===== src/rtl/multicycle_control_unit.sv =====
// Multicycle FSM controller for the RV32I datapath: decodes the IR fields once in
// DECODE, then drives every datapath strobe as a function of state and registered class.
module multicycle_control_unit #(
    parameter int INSTRET_WIDTH = 32
) (
    input  logic                     CLK,
    input  logic                     reset,
    input  logic [6:0]               opcode,
    input  logic [2:0]               funct3,
    input  logic                     funct7_5,
    input  logic                     ula_zero,
    input  logic                     ula_lt,
    input  logic                     ula_ltu,
    input  logic                     mem_ready,
    output logic                     load_ir,
    output logic                     load_pc,
    output logic                     WE_RF,
    output logic                     WE_MEM,
    output logic                     ULA_din2_sel,
    output logic [1:0]               RF_din_sel,
    output logic                     pc_next_sel,
    output logic                     pc_adder_sel,
    output logic [3:0]               ULA_op,
    output logic                     illegal_instr,
    output logic [2:0]               state,
    output logic [INSTRET_WIDTH-1:0] instret
);

    localparam logic [2:0] S_FETCH  = 3'd0;
    localparam logic [2:0] S_DECODE = 3'd1;
    localparam logic [2:0] S_EXEC   = 3'd2;
    localparam logic [2:0] S_MEM    = 3'd3;
    localparam logic [2:0] S_WB     = 3'd4;
    localparam logic [2:0] S_TRAP   = 3'd7;

    localparam logic [2:0] C_R      = 3'd0;
    localparam logic [2:0] C_IALU   = 3'd1;
    localparam logic [2:0] C_LOAD   = 3'd2;
    localparam logic [2:0] C_STORE  = 3'd3;
    localparam logic [2:0] C_BRANCH = 3'd4;
    localparam logic [2:0] C_AUIPC  = 3'd5;
    localparam logic [2:0] C_JAL    = 3'd6;
    localparam logic [2:0] C_JALR   = 3'd7;

    localparam logic [6:0] OP_R      = 7'b0110011;
    localparam logic [6:0] OP_IALU   = 7'b0010011;
    localparam logic [6:0] OP_LOAD   = 7'b0000011;
    localparam logic [6:0] OP_STORE  = 7'b0100011;
    localparam logic [6:0] OP_BRANCH = 7'b1100011;
    localparam logic [6:0] OP_AUIPC  = 7'b0010111;
    localparam logic [6:0] OP_JAL    = 7'b1101111;
    localparam logic [6:0] OP_JALR   = 7'b1100111;

    logic [2:0]               state_q, state_d;
    logic [2:0]               class_q, class_d;
    logic [2:0]               funct3_q, funct3_d;
    logic                     funct7_5_q, funct7_5_d;
    logic                     illegal_q, illegal_d;
    logic [INSTRET_WIDTH-1:0] instret_q, instret_d;

    logic [2:0] decClass;
    logic       decValid;
    logic [3:0] heldUlaOp;
    logic       branchTaken;
    logic       retire;
    logic       loadIrRaw, loadPcRaw, weRfRaw, weMemRaw;

    always_comb begin
        decClass = C_R;
        decValid = 1'b1;
        case (opcode)
            OP_R:      decClass = C_R;
            OP_IALU:   decClass = C_IALU;
            OP_LOAD:   decClass = C_LOAD;
            OP_STORE:  decClass = C_STORE;
            OP_BRANCH: begin
                decClass = C_BRANCH;
                if (funct3 == 3'b010 || funct3 == 3'b011) begin
                    decValid = 1'b0;
                end
            end
            OP_AUIPC:  decClass = C_AUIPC;
            OP_JAL:    decClass = C_JAL;
            OP_JALR:   decClass = C_JALR;
            default:   decValid = 1'b0;
        endcase
    end

    // Only shifts (funct3=101) use the alternate bit among immediate ALU ops.
    always_comb begin
        heldUlaOp = 4'b0000;
        case (class_q)
            C_R:      heldUlaOp = {funct7_5_q, funct3_q};
            C_IALU:   heldUlaOp = {(funct3_q == 3'b101) ? funct7_5_q : 1'b0, funct3_q};
            C_BRANCH: heldUlaOp = 4'b1000;
            default:  heldUlaOp = 4'b0000;
        endcase
    end

    always_comb begin
        branchTaken = 1'b0;
        case (funct3_q)
            3'b000:  branchTaken = ula_zero;
            3'b001:  branchTaken = ~ula_zero;
            3'b100:  branchTaken = ula_lt;
            3'b101:  branchTaken = ~ula_lt;
            3'b110:  branchTaken = ula_ltu;
            3'b111:  branchTaken = ~ula_ltu;
            default: branchTaken = 1'b0;
        endcase
    end

    always_comb begin
        state_d      = state_q;
        class_d      = class_q;
        funct3_d     = funct3_q;
        funct7_5_d   = funct7_5_q;
        illegal_d    = illegal_q;
        retire       = 1'b0;
        loadIrRaw    = 1'b0;
        loadPcRaw    = 1'b0;
        weRfRaw      = 1'b0;
        weMemRaw     = 1'b0;
        ULA_din2_sel = 1'b0;
        RF_din_sel   = 2'd0;
        pc_next_sel  = 1'b0;
        pc_adder_sel = 1'b0;
        ULA_op       = 4'b0000;

        case (state_q)
            S_FETCH: begin
                loadIrRaw = 1'b1;
                state_d   = S_DECODE;
            end

            S_DECODE: begin
                funct3_d   = funct3;
                funct7_5_d = funct7_5;
                if (decValid) begin
                    class_d = decClass;
                    state_d = S_EXEC;
                end else begin
                    illegal_d = 1'b1;
                    state_d   = S_TRAP;
                end
            end

            S_EXEC: begin
                ULA_din2_sel = (class_q != C_R) && (class_q != C_BRANCH);
                ULA_op       = heldUlaOp;
                if (class_q == C_BRANCH) begin
                    loadPcRaw    = 1'b1;
                    pc_adder_sel = 1'b1;
                    pc_next_sel  = branchTaken;
                    retire       = 1'b1;
                    state_d      = S_FETCH;
                end else if (class_q == C_LOAD || class_q == C_STORE) begin
                    state_d = S_MEM;
                end else begin
                    state_d = S_WB;
                end
            end

            // Stores retire straight out of MEM; loads still need a write-back cycle.
            S_MEM: begin
                ULA_din2_sel = 1'b1;
                ULA_op       = 4'b0000;
                if (class_q == C_STORE) begin
                    weMemRaw = 1'b1;
                    if (mem_ready) begin
                        loadPcRaw = 1'b1;
                        retire    = 1'b1;
                        state_d   = S_FETCH;
                    end
                end else if (mem_ready) begin
                    state_d = S_WB;
                end
            end

            S_WB: begin
                weRfRaw   = 1'b1;
                loadPcRaw = 1'b1;
                retire    = 1'b1;
                ULA_op    = heldUlaOp;
                state_d   = S_FETCH;
                case (class_q)
                    C_LOAD:  RF_din_sel = 2'd0;
                    C_AUIPC: begin
                        RF_din_sel   = 2'd3;
                        pc_adder_sel = 1'b1;
                    end
                    C_JAL: begin
                        RF_din_sel   = 2'd2;
                        pc_adder_sel = 1'b1;
                        pc_next_sel  = 1'b1;
                    end
                    C_JALR: begin
                        RF_din_sel  = 2'd2;
                        pc_next_sel = 1'b1;
                    end
                    default: RF_din_sel = 2'd1;
                endcase
            end

            S_TRAP: begin
                state_d = S_TRAP;
            end

            default: begin
                state_d = S_FETCH;
            end
        endcase
    end

    // Reset is synchronous, so strobes are masked combinationally to abort mid-instruction at once.
    assign load_ir = loadIrRaw & ~reset;
    assign load_pc = loadPcRaw & ~reset;
    assign WE_RF   = weRfRaw & ~reset;
    assign WE_MEM  = weMemRaw & ~reset;

    assign instret_d = instret_q + {{(INSTRET_WIDTH-1){1'b0}}, retire};

    always_ff @(posedge CLK) begin
        if (reset) begin
            state_q    <= S_FETCH;
            class_q    <= C_R;
            funct3_q   <= 3'b000;
            funct7_5_q <= 1'b0;
            illegal_q  <= 1'b0;
            instret_q  <= '0;
        end else begin
            state_q    <= state_d;
            class_q    <= class_d;
            funct3_q   <= funct3_d;
            funct7_5_q <= funct7_5_d;
            illegal_q  <= illegal_d;
            instret_q  <= instret_d;
        end
    end

    assign illegal_instr = illegal_q;
    assign state         = state_q;
    assign instret       = instret_q;

endmodule


===== config.mk =====
export PLATFORM = sky130hd
export DESIGN_NAME = multicycle_control_unit
export DESIGN_NICKNAME = d
export VERILOG_FILES = /design/src/rtl/multicycle_control_unit.sv
export SDC_FILE = /design/constraint.sdc
export NUM_CORES = 1
export LEC_CHECK = 0
export ABC_AREA = 1
export CAP_MARGIN = 30
export CORE_ASPECT_RATIO = 0.75
export CORE_MARGIN = 2
export CORE_UTILIZATION = 50
export CTS_BUF_LIST = sky130_fd_sc_hd__clkbuf_4 sky130_fd_sc_hd__clkbuf_8
export DETAILED_ROUTE_END_ITERATION = 6
export PLACE_DENSITY = 0.82
export SLEW_MARGIN = 20
export SYNTH_ARGS = -nofsm -noshare
export SYNTH_HDL_FRONTEND = slang
export SYNTH_SLANG_ARGS = --single-unit

===== constraint.sdc =====
create_clock -name CLK -period 2.6 [get_ports CLK]
set_clock_uncertainty 0.05 [all_clocks]
set_input_delay 0.26 -clock CLK [delete_from_list [all_inputs] [get_ports CLK]]
set_output_delay 0.26 -clock CLK [all_outputs]
set_load 0.005 [all_outputs]

==> out/metrics.yaml, run 1 <==
run_status:
  status: "finished clean"
run:
  maxCapViolCount: 0
placed_design:
  post_dp_cell_area_um2: 3220
  port_buffers: 65
  dp_hpwl_um: 5370
  dpl.cell_count: 521
  gp_congestion: 0.940
detailed_routing:
  num_vias: 2780
  drt_pre_antenna_iters: 4
  vias_per_cell: 5.28
  ant_nets: 0
  drt-wirelength-per-cell_um: 12.9
  drcViolationCount: 0
  drtIter0Drc: 224
  totalWireLength_um: 6820
layout:
  register_area_um2: 863
  n_antenna_cell: 0
  finalInstanceArea_um2: 3300
  nFillCells: 447
  fin_cells: 527
  drive_gt1_frac: 0.0664
  synthToLayoutAreaGrowth_pct: 32.8
  multiInputGateArea_um2: 1400
  final_nets: 487
global_routing:
  grt_pass1_wl_um: 11000
  antenna_found_initial: 0
  grt_max_degree: 20
  grtUsageTotal: 0.251
  gr-total-overflow: 0
  grt_pass1_vias: 2373
synthesis:
  synth_top_cells_by_count: "nand2_1, nor2_1, inv_1"
  ys_types: 32
  synthFlopType: "dfxtp_1"
  synth_most_common_cell: "nand2_1"
  synth_seq_area_share: 0.346
  synth.avg_cell_area_um2: 6.26
  synth_area_leaders: "dfxtp_1, nand2_1, nor2_1"
  synth_area_leader_cell: "dfxtp_1"
  yosysWarnings: 0
  synth_top_area_share: 0.346
  synth_fp_nets: 416
  syn_inst: 397
  syn-cell-area_um2: 2480
  ys_ff_latch: 43
  async_flop_share: 0
  synth_edf_count: 0
timing:
  tightest_slew_ns: 0.534
  period_needed_ns: 2.38
  setup_violations: 0
  fin_crit_sh: 0.916
  slew_headroom: 0.641
  max_freq_mhz: 420
  setup_tns_ns: 0
  drv_slew: 0
  hold_violations: 0
  rsz0062_at_grt: "no"
floorplan:
  dieArea_um2: 5560
  die_w_um: 85.4
  start_util: 0.513
  core_um2: 4840
  pin_count: 66
  rows: 22
  die_h_um: 65.1
critical_path:
  required_ns: 2.74
  cp_max_fo: 6
  start_kind: "flip-flop"
  arrival_ns: 2.52
  crit_type: "reg -> reg"
  crit_chain: "nand2_1 > inv_1 > nand2_1 > or3b_1 > nand3_1 > ha_1 > nand2_2 > inv_2 > nand2_4 > nor2_4 > nand2_2 > nor2_4 > nand4_1 > nand2_1 > nor2_1"
  crit_family: "simple AND/OR/NAND/NOR gates"
  endpoint_kind: "flip-flop"
  cpPeakStageDelay_ns: 0.42
  cpMostUsedCell: "nand2_1"
  crit_path_top_delay_cell: "dfxtp_1"
  crit_buf_inv: 2
pwr:
  leakage_nw: 1.19
  power_density_nw_per_um2: 521
  ir_worst_vdd_v: 0.000479
clock_tree:
  htreeDepth: 2
  cts-root-buf: "clkbuf_8"
  cts_setup_buffers: 0
  clock_sinks: 43
  hold_buffers: 0
  cts-resized-gates: 0
  clkSlewWorstSetupHoldPaths_ns: 0.08
  numCtsBuffers: 5
  tritoncts: "yes"
  clock_path_buffers: 2
  worstSkewPairLatency_ns: 0.29
hold_path:
  hold_class: "reg -> reg"
==> metal layers <==
metal | up-vias | part of all wire | routed length, um | track usage
met5 | - | 0 | 0 | 0
met2 | 104 | 0.43 | 2920 | 0.371
met4 | 0 | 0.0081 | 55 | 0.0556
met1 | 1240 | 0.49 | 3360 | 0.367
met3 | 6 | 0.072 | 488 | 0.0637
li1 | 1430 | - | - | -
==> cell usage in the layout, fill, tap and decap left out, drive strengths merged <==
cell type / Yosys / layout
nand2: 103 / 103
clkdlybuf4s50: 0 / 65
nor2: 63 / 63
inv: 55 / 55
dfxtp: 43 / 43
a21oi: 36 / 36
nand3: 23 / 23
nor3: 20 / 20
o21ai: 17 / 17
nand4: 8 / 8
nand3b: 7 / 7
clkbuf: 3 / 6
a31oi: 3 / 3
buf: 1 / 3
o21bai: 2 / 2
o211ai: 2 / 2
xnor2: 2 / 2
ha: 2 / 2
clkinv: 2 / 2
or3b: 1 / 1
nor4: 1 / 1
and3: 1 / 1
o21a: 1 / 1
o31ai: 1 / 1
==> worst reg2reg max path: stages, from the launching register on <==
cell     delay (ns)
dfxtp_1        0.42
nand2_1        0.10
inv_1          0.06
nand2_1        0.08
or3b_1         0.39
nand3_1        0.11
ha_1           0.16
nand2_2        0.08
inv_2          0.10
nand2_4        0.08
nor2_4         0.16
nand2_2        0.12
nor2_4         0.16
nand4_1        0.09
nand2_1        0.07
nor2_1         0.06
==> area by class of cell <==
cell class	instances	share of cell area
Clock buffer	6	0.0231
Sequential cell	43	0.262
Timing Repair Buffer	68	0.204
Inverter	57	0.0652
Tap cell	60	0.0227
Multi-Input combinational cell	293	0.423
==> flip-flops by register name, summed over array words and instances, names as in the netlist <==
register and flops:
class_q 3, funct3_q 3, funct7_5_q 1, illegal_instr 1, instret 32, state 3
==> per-stage QoR <==
step	setup slack [ns]	power, mW	util	hold slack, ns
2_1_floorplan	0.386	1.08	-	0.345
3_3_place_gp	0.200	1.32	0.664	0.402
3_5_place_dp	0.136	1.32	0.664	0.395
4_1_cts	0.151	1.72	0.680	0.416
5_1_grt	0.000387	1.82	0.681	0.425
6_report	0.218	1.72	0.681	0.417
==> cells by family (layout without fill, tap and decap cells) <==
family | after synthesis | after routing | share of synthesized area
AO/OA/AOI/OAI | 62 | 62 | 0.132
XOR/XNOR | 2 | 2 | 0.00705
adder cells (fa/ha/maj) | 2 | 2 | 0.0101
buffers and inverters | 61 | 131 | 0.0931
flip-flops | 43 | 43 | 0.346
AND/OR/NAND/NOR | 227 | 227 | 0.411
==> power by group <==
part | internal, mW | switching (mW) | leakage (nW)
logic | 0.251 | 0.282 | 0.802
registers | 0.724 | 0.0608 | 0.349
clock network | 0.190 | 0.212 | 0.0406
==> final timing paths <==
check                     start             to  slack (ns)  cells after the start
hold reg to reg   illegal_instr  illegal_instr        0.42                      2
hold / removal    illegal_instr  illegal_instr        0.42                      2
setup / recovery     class_q[1]    instret[18]        0.22                     15
setup reg to reg     class_q[1]    instret[18]        0.22                     15
(Power assumes the default switching activity.)
==> run 2, diff against run 1 <==
--- a/config.mk
+++ b/config.mk
@@ -11,6 +11,7 @@
 export CORE_MARGIN = 2
 export CORE_UTILIZATION = 50
 export CTS_BUF_LIST = sky130_fd_sc_hd__clkbuf_4 sky130_fd_sc_hd__clkbuf_8
+export CTS_CLUSTER_DIAMETER = 200
 export DETAILED_ROUTE_END_ITERATION = 6
 export PLACE_DENSITY = 0.82
 export SLEW_MARGIN = 20
==> results of run 2 <==
No change in the layout: final DEF, timing and power equal those of run 1.
==> patch 1: new RTL, settings of run 1 <==
`instret_q` no longer has a reset.
--- a/src/rtl/multicycle_control_unit.sv
+++ b/src/rtl/multicycle_control_unit.sv
@@ -227,15 +227,17 @@
             funct3_q   <= 3'b000;
             funct7_5_q <= 1'b0;
             illegal_q  <= 1'b0;
-            instret_q  <= '0;
         end else begin
             state_q    <= state_d;
             class_q    <= class_d;
             funct3_q   <= funct3_d;
             funct7_5_q <= funct7_5_d;
             illegal_q  <= illegal_d;
-            instret_q  <= instret_d;
         end
+    end
+
+    always_ff @(posedge CLK) begin
+        instret_q <= instret_d;
     end
 
     assign illegal_instr = illegal_q;
Formal check against the unedited RTL: differs if reset is asserted again (counterexample within 4 cycles, from zero or initial values and one cycle with reset high); with reset held inactive, the same outputs for 10 cycles.
==> patch 1 against run 1 <==
Synthesized area down 6.3%; power up 19%; maximum frequency is 2.9% higher; largest power group unchanged; worst setup slack gained 0.066 ns; sequential power increased by 11%; critical path depth is 10 lower; routed wire length is 9.2% lower; sequential cell count is the same; critical endpoint is now load_pc; cell area is 4.0% lower.
==> patch 1: results (changes against run 1) <==
cp_slowest_cell: "clkdlybuf4s50_1"  # was dfxtp_1
ff2ff_setup_slack_ns: 0.28  # was 0.22 ns
crit_fanout: 6  # unchanged
leakagePower_nw: 1.36  # was 1.19 nW
rr_startpoint: "state[1]"  # was class_q[1]
drtIter0Drc: 208  # was 224
yosysSeqAreaShare: 0.370  # was 0.346
path_clk_slew_ns: 0.10  # was 0.08 ns
synth_xor_xnor_area_share: 0.0978  # was 0.00705
drive_gt1_frac: 0.0655  # was 0.0664
diodes: 0  # unchanged
arrival_ns: 2.01  # was 2.52 ns
synth_common_cells: "79 x nand2_1, 58 x nor2_1, 45 x inv_1"  # was 97 x nand2_1, 58 x nor2_1, 51 x inv_1
gp_congestion: 0.960  # was 0.940
ys_warn_count: 0  # unchanged
io_buffers: 65  # unchanged
nets: 430  # was 487
cts_root_buf: "clkbuf_8"  # unchanged
hp-class: "reg -> reg"  # unchanged
maxSlewHeadroom: 0.729  # was 0.641
h-tree-depth: 2  # unchanged
maxCapViolations: 0  # unchanged
placed_cell_area_mm2: 0.00305  # was 0.00322 mm2
outcome: "finished, final reports clean"  # unchanged
synth_compound_area_frac: 0.0581  # was 0.132
drt_pre_antenna_iters: 5  # was 4
holdPathStages: 2  # unchanged
ys_async_sr_fraction: 0  # unchanged
period_share: 0.891  # was 0.916
r2r-end: "instret[19]"  # was instret[18]
ys_top_cells_by_area: "dfxtp_1 37%, nand2_1 13%, nor2_1 9.4%, inv_1 7.3%, xor2_1 6.8%"  # was dfxtp_1 35%, nand2_1 15%, nor2_1 8.8%, inv_1 7.7%, a21oi_1 7.3%
syn-num-nets: 358  # was 416
clockBufferDepth: 2  # unchanged
antenna_found_initial: 0  # unchanged
rr_worst_depth: 13  # was 15
synth_fa_ha_area_frac: 0.0108  # was 0.0101
min-delay-start: "instret[31]"  # was illegal_instr
grt_pass1_vias: 2235  # was 2373
grt_pass1_wl_um: 10400  # was 11000 um
grt_max_degree: 16  # was 20
ys_types: 29  # was 32
vdd_ir_drop_max_mv: 0.565  # was 0.479 mV
wire_per_inst_um: 13.2  # was 12.9 um
place_ws_ns: 0.291  # was 0.136 ns
min_to: "instret[31]"  # was illegal_instr
track_usage: 0.256  # was 0.251
path_delay_family: "buffers and inverters"  # was simple AND/OR/NAND/NOR gates
internal_power_mw: 1.36  # was 1.16 mW
synth.area.mux_share: 0  # unchanged
ctsResizeCount: 0  # unchanged
cts_setup_buffers: 0  # unchanged
cp_slowest_stage_delay_ns: 0.53  # was 0.42 ns
hpwl_um: 4870  # was 5370 um
vias: 2431  # was 2780
-- patch 1: final cells by class --
class                      instances  area [um2]
clock inverter                     3        46.3
sequential                        43         861
timing repair buffer              66         658
clock buffer                       5        68.8
fill                             400        1300
inverter                          47         176
multi-input combinational        248        1290
tap                               57        71.3
-- patch 1: layer usage --
layer / routed length, um / vias up / part of all wire / global-route usage
met5: 0 / - / 0 / 0
met2: 2580 / 121 / 0.42 / 0.365
met1: 3040 / 1084 / 0.49 / 0.384
li1: - / 1220 / - / -
met3: 527 / 6 / 0.085 / 0.0716
met4: 43 / 0 / 0.0069 / 0.0512
-- patch 1: worst max-delay path by stage --
| stage | endpoint | from |
|---|---|---|
| after floorplan | instret[31] | state[2] |
| after global placement | instret[31] | state[1] |
| after detailed placement | instret[31] | state[1] |
| after CTS | instret[31] | state[1] |
| after global routing | instret[24] | state[1] |
| final | load_pc | state[1] |
-- patch 1: worst min-delay path: cells and delay by family (launching register included) --
kind	cells	cell delay [ns]
xor+xnor	1	0.06
flops	1	0.32
buf+inv	1	0.06
-- patch 1: stage by stage --
stage / util / hold slack (ns) / std cells
6_report: 0.709 / 0.431 / 469
3_3_place_gp: 0.683 / 0.391 / 461
3_5_place_dp: 0.683 / 0.415 / 461
4_1_cts: 0.709 / 0.434 / 469
5_1_grt: 0.709 / 0.453 / 469
2_1_floorplan: - / 0.279 / 339
-- patch 1: cell families after synthesis --
| family | after synthesis |
|---|---|
| and+or+nand+nor | 195 |
| buffers and inverters | 48 |
| DFF | 43 |
| xor gates and xnor gates | 26 |
| AOI/OAI and AO/OA | 25 |
| adders and majority gates | 2 |
-- patch 1: power groups by stage --
stage	registers, mW	clock network [mW]	logic, mW
4_1_cts	0.867	0.539	0.636
5_1_grt	0.883	0.574	0.709
2_1_floorplan	0.876	0	0.313
3_3_place_gp	0.874	0	0.623
3_5_place_dp	0.882	0	0.631
6_report	0.870	0.538	0.636
==> patch 2: new RTL, config.mk and constraints of run 1 <==
Made on the original files. `INSTRET_WIDTH`: 32 -> 64.
--- a/src/rtl/multicycle_control_unit.sv
+++ b/src/rtl/multicycle_control_unit.sv
@@ -1,7 +1,7 @@
 // Multicycle FSM controller for the RV32I datapath: decodes the IR fields once in
 // DECODE, then drives every datapath strobe as a function of state and registered class.
 module multicycle_control_unit #(
-    parameter int INSTRET_WIDTH = 32
+    parameter int INSTRET_WIDTH = 64
 ) (
     input  logic                     CLK,
     input  logic                     reset,
Interface: changed (resized instret); port bits go from 66 to 98. No check against the original RTL was run, so the function may have changed too.
==> patch 2 against run 1 <==
The flow now finishes with violations (design-rule violations); cell area rose by 76%; synthesized area grew 80%; routed wire length up 130%; worst setup slack lost 0.055 ns; sequential cell count increased by 32; power increased by 57%; register-to-register slack got worse by 0.03 ns; sequential share of layout area is 0.15 points lower; largest power group unchanged; highest routed layer unchanged.
==> patch 2: results (changes against run 1) <==
outcome: "finished, violations left"  # was finished, final reports clean
failed_checks: "design-rule violations"
largest_register_ff_count: 64  # was 32
rr_worst_depth: 13  # was 15
inv_count: 76  # was 57
drc: 6  # was 0
cp_slowest_cell: "clkdlybuf4s50_1"  # was dfxtp_1
clock_area_frac: 0.0298  # was 0.0231
ys_types: 28  # was 32
whs_ns: 0.152  # was 0.417 ns
tightest_slew_ns: 0.633  # was 0.534 ns
synthCells: 748  # was 397
multi_input_area_mm2: 0.00265  # was 0.00140 mm2
clkLatencyLatePin_ns: 0.37  # was 0.29 ns
synth_xor_xnor_area_share: 0.0118  # was 0.00705
yosysSeqAreaShare: 0.336  # was 0.346
wl_met3_um: 2030  # was 488 um
met1_usage: 0.495  # was 0.367
buffer_area_frac: 0.180  # was 0.204
ys_top_cells_by_area: "dfxtp_1 34%, nand2_1 19%, nor2_1 14%, a21oi_1 7.4%, inv_1 6.2%"  # was dfxtp_1 35%, nand2_1 15%, nor2_1 8.8%, inv_1 7.7%, a21oi_1 7.3%
cp_slowest_stage_delay_ns: 0.53  # was 0.42 ns
leakagePower_nw: 1.82  # was 1.19 nW
hpwl_um: 12600  # was 5370 um
ff2ff_setup_slack_ns: 0.19  # was 0.22 ns
crit_fanout: 4  # was 6
met3_usage: 0.0890  # was 0.0637
clock_buffers: 11  # was 6
drt_pre_antenna_iters: 7  # was 4
num-multi-input-gates: 589  # was 293
cts_buffers: 9  # was 5
## patch 2: cell count changes after synthesis, moves of 13 or more
cell | run 1 | this run
inv_1 | 51 | 74
dfxtp_1 | 43 | 75
nor2_1 | 58 | 162
or2_0 | 0 | 13
a21oi_1 | 36 | 66
nand2_1 | 97 | 226
o21ai_0 | 16 | 30
## patch 2: power groups by stage
stage,sequential [mW],combinational (mW),clock (mW)
3_3_place_gp,1.29,0.542,0
2_1_floorplan,1.29,0.288,0
5_1_grt,1.28,0.628,0.898
4_1_cts,1.27,0.559,0.857
3_5_place_dp,1.29,0.555,0
6_report,1.28,0.569,0.850
## patch 2: repair_timing
| item | 4_1_cts | 5_1_grt |
|---|---|---|
| gates resized for setup | 0 | 6 |
| endpoints found under the setup margin | 0 | 19 |
| hold buffers | 0 | 0 |
